$ cat config.mk
export PLATFORM = sky130hd
export DESIGN_NAME = kmc_cram_loader
export DESIGN_NICKNAME = d
export VERILOG_FILES = /design/src/rtl/kmc_pkg.sv /design/src/rtl/kmc_cram_loader.sv
export SDC_FILE = /design/constraint.sdc
export NUM_CORES = 1
export LEC_CHECK = 0
export CAP_MARGIN = 20
export CELL_PAD_IN_SITES_DETAIL_PLACEMENT = 1
export CELL_PAD_IN_SITES_GLOBAL_PLACEMENT = 1
export CORE_MARGIN = 2
export CORE_UTILIZATION = 30
export DETAILED_ROUTE_END_ITERATION = 6
export PLACE_DENSITY = 0.78
export SLEW_MARGIN = 25
export SYNTH_ARGS = -nofsm -noshare
export SYNTH_HDL_FRONTEND = slang
export SYNTH_SLANG_ARGS = --single-unit
$ cat constraint.sdc
create_clock -name clk -period 5.2 [get_ports clk]
set_input_delay 0.78 -clock clk [delete_from_list [all_inputs] [get_ports clk]]
set_output_delay 0.78 -clock clk [all_outputs]
set_load 0.01 [all_outputs]
$ cat src/rtl/kmc_pkg.sv
// kmc_pkg
//   Shared definitions for the KMC11 control-RAM support logic.
//   - KMC_CRAM_DEPTH / KMC_CRAM_AW : CRAM size and address width
//   - KMC_CRAM_DW                  : microinstruction width carried by the loader
//   - kmcLDSTATE_t                 : CRAM loader sequencing states
package kmc_pkg;

  localparam int KMC_CRAM_DEPTH = 1024;
  localparam int KMC_CRAM_AW    = 10;
  localparam int KMC_CRAM_DW    = 16;

  typedef enum logic [2:0] {
    IDLE,
    FETCH,
    ADDR,
    INST,
    WRITE,
    DONE
  } kmcLDSTATE_t;

endpackage

$ cat src/rtl/kmc_cram_loader.sv
// kmc_cram_loader
//   Bootstrap writer for the KMC11 control RAM. Accepts 16-bit
//   microinstructions over a ready/valid stream and replays each one through
//   the sequencer maintenance path: load MNTADDR (SEL4), load MNTINST (SEL6),
//   then strobe the CRAM write. Holds the microprocessor stopped while busy.
//
//   Ports
//     clk, rst              clock, synchronous active-high reset
//     kmcINIT               KMC11 initialize, aborts a load in progress
//     ldSTART               single-cycle start request (ignored while busy)
//     ldBASE, ldCOUNT       first CRAM address, number of words (0..1024)
//     wordVALID, wordDATA   stream input
//     wordREADY             loader can take a word this cycle
//     ldDATA                value for the sequencer kmcDATAI mux
//     ldSEL4WRITE           load maintenance address strobe
//     ldSEL6WRITE           load maintenance instruction strobe
//     ldCRAMOUT, ldCRAMWR   CRAM maintenance-out enable and write strobe
//     ldHOLD, ldBUSY        clock-enable inhibit / load in progress
//     ldDONE, ldERR         sticky completion / error flags
//
//   Every output is a register updated alongside the state, so nothing on
//   the output side depends combinationally on an input.
module kmc_cram_loader
  import kmc_pkg::*;
#(
  parameter int CRAM_DEPTH = KMC_CRAM_DEPTH
) (
  input  logic                   clk,
  input  logic                   rst,
  input  logic                   kmcINIT,
  input  logic                   ldSTART,
  input  logic [KMC_CRAM_AW-1:0] ldBASE,
  input  logic [KMC_CRAM_AW:0]   ldCOUNT,
  input  logic                   wordVALID,
  input  logic [KMC_CRAM_DW-1:0] wordDATA,
  output logic                   wordREADY,
  output logic [35:0]            ldDATA,
  output logic                   ldSEL4WRITE,
  output logic                   ldSEL6WRITE,
  output logic                   ldCRAMOUT,
  output logic                   ldCRAMWR,
  output logic                   ldHOLD,
  output logic                   ldBUSY,
  output logic                   ldDONE,
  output logic                   ldERR
);

  localparam logic [KMC_CRAM_AW:0] DEPTH_LIM = CRAM_DEPTH[KMC_CRAM_AW:0];

  kmcLDSTATE_t            state;
  logic [KMC_CRAM_AW-1:0] addr;
  logic [KMC_CRAM_AW:0]   remain;
  logic [KMC_CRAM_DW-1:0] word;

  // Range check in 11 bits. With ldCOUNT <= 1024 and ldBASE <= 1023 the sum
  // cannot wrap, so the explicit count test covers every oversized request.
  logic [KMC_CRAM_AW:0] endAddr;
  logic                 rangeBad;

  assign endAddr  = {1'b0, ldBASE} + ldCOUNT;
  assign rangeBad = (ldCOUNT > DEPTH_LIM) || (endAddr > DEPTH_LIM);

  always_ff @(posedge clk) begin
    if (rst) begin
      state       <= IDLE;
      addr        <= '0;
      remain      <= '0;
      word        <= '0;
      wordREADY   <= 1'b0;
      ldDATA      <= '0;
      ldSEL4WRITE <= 1'b0;
      ldSEL6WRITE <= 1'b0;
      ldCRAMOUT   <= 1'b0;
      ldCRAMWR    <= 1'b0;
      ldHOLD      <= 1'b0;
      ldBUSY      <= 1'b0;
      ldDONE      <= 1'b0;
      ldERR       <= 1'b0;
    end else begin
      // Strobes and data are single-cycle; each transition below re-asserts
      // only what the next state needs.
      ldSEL4WRITE <= 1'b0;
      ldSEL6WRITE <= 1'b0;
      ldCRAMOUT   <= 1'b0;
      ldCRAMWR    <= 1'b0;
      ldDATA      <= '0;

      if (kmcINIT && state != IDLE) begin
        // Abort: words already written stay written, no completion reported.
        state     <= IDLE;
        wordREADY <= 1'b0;
        ldHOLD    <= 1'b0;
        ldBUSY    <= 1'b0;
        ldERR     <= 1'b1;
      end else begin
        case (state)
          IDLE: begin
            if (ldSTART) begin
              addr   <= ldBASE;
              remain <= ldCOUNT;
              ldDONE <= 1'b0;
              ldERR  <= 1'b0;
              if (rangeBad) begin
                ldERR <= 1'b1;
              end else if (ldCOUNT == '0) begin
                state  <= DONE;
                ldHOLD <= 1'b1;
                ldBUSY <= 1'b1;
              end else begin
                state     <= FETCH;
                wordREADY <= 1'b1;
                ldHOLD    <= 1'b1;
                ldBUSY    <= 1'b1;
              end
            end
          end

          FETCH: begin
            if (wordVALID) begin
              word        <= wordDATA;
              state       <= ADDR;
              wordREADY   <= 1'b0;
              ldSEL4WRITE <= 1'b1;
              ldDATA      <= {26'b0, addr};
            end
          end

          ADDR: begin
            state       <= INST;
            ldSEL6WRITE <= 1'b1;
            ldDATA      <= {20'b0, word};
          end

          INST: begin
            state     <= WRITE;
            ldCRAMOUT <= 1'b1;
            ldCRAMWR  <= 1'b1;
          end

          WRITE: begin
            // addr wraps to 0 after the last word of a full image; harmless,
            // it is reloaded on the next start.
            addr   <= addr + 1'b1;
            remain <= remain - 1'b1;
            if (remain == 11'd1) begin
              state <= DONE;
            end else begin
              state     <= FETCH;
              wordREADY <= 1'b1;
            end
          end

          DONE: begin
            state  <= IDLE;
            ldDONE <= 1'b1;
            ldHOLD <= 1'b0;
            ldBUSY <= 1'b0;
          end

          default: begin
            state     <= IDLE;
            wordREADY <= 1'b0;
            ldHOLD    <= 1'b0;
            ldBUSY    <= 1'b0;
          end
        endcase
      end
    end
  end

endmodule
==> reports/metrics.cfg <==
[job]
maxCapViolCount = 0

[synthesis]
synth.avg_cell_area_um2 = 8.105
synthCells = 429
synth_top_area_share_pct = 36.27
synthFlopType = dfxtp_1
synthTopCellsByCount = 63 x dfxtp_1, 60 x nand2_1, 45 x a21oi_1
synth_area_leaders = dfxtp_1 36%, a21oi_1 6.5%, nand2_1 6.5%
synth_compound_area_share_pct = 24.33
synthSimpleGateAreaFrac_pct = 20.80
synth.distinct_cells = 59
synth_xor_area_share_pct = 2.483
yosys_warnings = 0
yosys.area_share.adder_pct = 5.254
synth_area_leader_cell = dfxtp_1
synth_mux_area_share_pct = 0.6117
synth_seq_cells = 63
syn_area_mm2 = 0.003477
synth_top_family_by_area = compound AO/OA/AOI/OAI gates
ys_seq_area_share_pct = 36.27
synth_most_common_cell = dfxtp_1
async_reset_ff_share_pct = 0
synth_enable_flop_cells = 0

[global_route]
grt_pass1_vias = 3460
met2_usage_pct = 27.92
grt_use_total_pct = 16.61
met1_usage_pct = 21.46
grt_max_degree = 44
grt_pass1_wl_um = 16880
overflow = 0
antenna_found_initial = 0
grt_most_used_layer = met2
use_met3_pct = 3.756

[sta]
setup_viol = 0
finalHoldViolations = 0
clock_skew_ns = 0.006073
fin_crit_ns = 3.291
period_share_pct = 63.28
rsz0062_at_grt = no
clock.fmax_mhz = 303.9
setup_tns_ns = 0
worst_pin_slew_ns = 0.7486
relSlewSlack_pct = 49.91
final_max_slew_viol_count = 0

[finish]
layout.nets = 540
final_core_util_pct = 39.11
area_delta_synth_final_pct = 27.89
fillerInstances = 1365
drive_gt1_share_pct = 7.566
antenna_cells = 0

[detailed_routing]
wirelength_um = 10280
firstDrtPassIters = 4
detail_route.vias_per_cell = 5.163
drcViolationCount = 0
drtAntennaViolNets = 0
wl_per_cell_um = 16.27
vias = 3263
drt_iter0_drc = 157

[die]
row_count = 39
core_area_mm2 = 0.01137
start_util_pct = 30.58
die_y_um = 111.7
die_w_um = 111.7
die_area_mm2 = 0.01247
num_io_pins = 87

[placement]
place.gp.congestion = 0.8705
dp_hpwl_um = 7692
io_buffers = 66

[worst_setup_path]
path_class = in2reg
worst_setup_path_start_kind = input port
worst-endpoint-arrival_ns = 3.53
crit_required_ns = 5.44
worstPathMaxFanout = 3
cp-end-kind = flop

[cts]
holdBufCountCts = 0
cts_tree = done
clk-insertion-delay-late_ns = 0.33
cts_root_buf = clkbuf_16
cts_setup_buffers = 0
htree_levels = 3
numCtsBuffers = 9
clock_sink_count = 63
path_clk_slew_ns = 0.06
cts_resized = 0
clk_path_buf_depth = 2

[worst_hold_path]
hold_class = reg2reg

[power_and_ir_drop]
p_leak_nw = 1.654
ir_drop_uv = 194.0
powerDensity_mw_per_mm2 = 314.9

[outcome]
status = finished clean

[cell usage in the layout (no fill, tap or decap), types with 10 or more instances in the layout]
cell,synthesis,layout
a211oi_1,13,13
a21oi_1,45,45
a22o_1,10,10
clkdlybuf4s50_1,0,66
conb_1,1,20
dfxtp_1,63,63
ha_1,13,13
inv_1,11,11
nand2_1,60,60
nand3_1,18,18
nor2_1,35,35
o21ai_0,23,23
[power breakdown]
group / leakage (nW) / internal (mW) / switching, mW
Combinational: 0.985 / 0.0959 / 0.119
Sequential: 0.513 / 0.502 / 0.0195
Clock: 0.155 / 0.435 / 0.230
[critical path, cell delays in order]
cell	delay, ns
clkdlybuf4s50_1	0.52
ha_1	0.21
inv_1	0.07
fa_1	0.41
and2b_1	0.28
o211ai_4	0.11
a22oi_2	0.20
mux2i_1	0.14
nor4b_1	0.25
and4bb_1	0.25
o21ai_1	0.10
o31ai_1	0.21
[flip-flops by register name (all words and copies together), names as in the netlist]
| signal | count |
|---|---|
| ldDONE | 1 |
| addr | 10 |
| wordREADY | 1 |
| word | 16 |
| ldSEL6WRITE | 1 |
| ldBUSY | 1 |
| ldDATA | 16 |
| ldSEL4WRITE | 1 |
| ldCRAMWR | 1 |
| remain | 11 |
| state | 3 |
| ldERR | 1 |
[kinds of logic (layout without fill, tap and decap cells)]
| family | count (synthesis) | in the layout |
|---|---|---|
| and+or+nand+nor | 154 | 154 |
| AOI/OAI and AO/OA | 129 | 129 |
| DFF | 63 | 63 |
| buffers and inverters | 57 | 98 |
| adders and majority gates | 14 | 14 |
| xor gates and xnor gates | 9 | 9 |
| muxes | 2 | 2 |
| other | 1 | 20 |
[cell type report]
cell class	instances	area, um^2	area share, %
Clock inverter	6	92.59	2.082
Tap cell	143	178.9	4.024
Timing Repair Buffer	70	690.7	15.53
Inverter	12	45.04	1.013
Sequential cell	63	1261	28.36
Clock buffer	10	239.0	5.374
Multi-Input combinational cell	328	1939	43.61
[final timing paths]
| kind | start | end | slack [ns] | depth (start not counted) |
|---|---|---|---|---|
| max reg2reg | state[0] | ldDATA[4] | 2.70 | 5 |
| min | word[12] | ldDATA[12] | 0.45 | 1 |
| max | ldCOUNT[0] | ldBUSY | 1.91 | 12 |
| min reg2reg | word[12] | ldDATA[12] | 0.45 | 1 |
[through the flow]
stage	hold slack (ns)	setup slack (ns)	area, um^2	power (mW)	instances
floorplan	0.4296	2.437	3548	0.6739	448
finish	0.4501	1.909	4447	1.400	632
CTS	0.4531	1.913	4447	1.408	632
detailed placement	0.4410	1.572	4115	0.7442	616
global placement	0.4366	1.772	4115	0.7346	616
global route	0.4778	1.720	4447	1.452	632
[layer usage]
metal / routed length [um] / part of all wire [%]
met1: 4753 / 46
met2: 4915 / 48
met3: 485 / 4.7
met4: 128 / 1.2
met5: 0 / 0
Note: power is estimated with default switching activity, not from simulation.
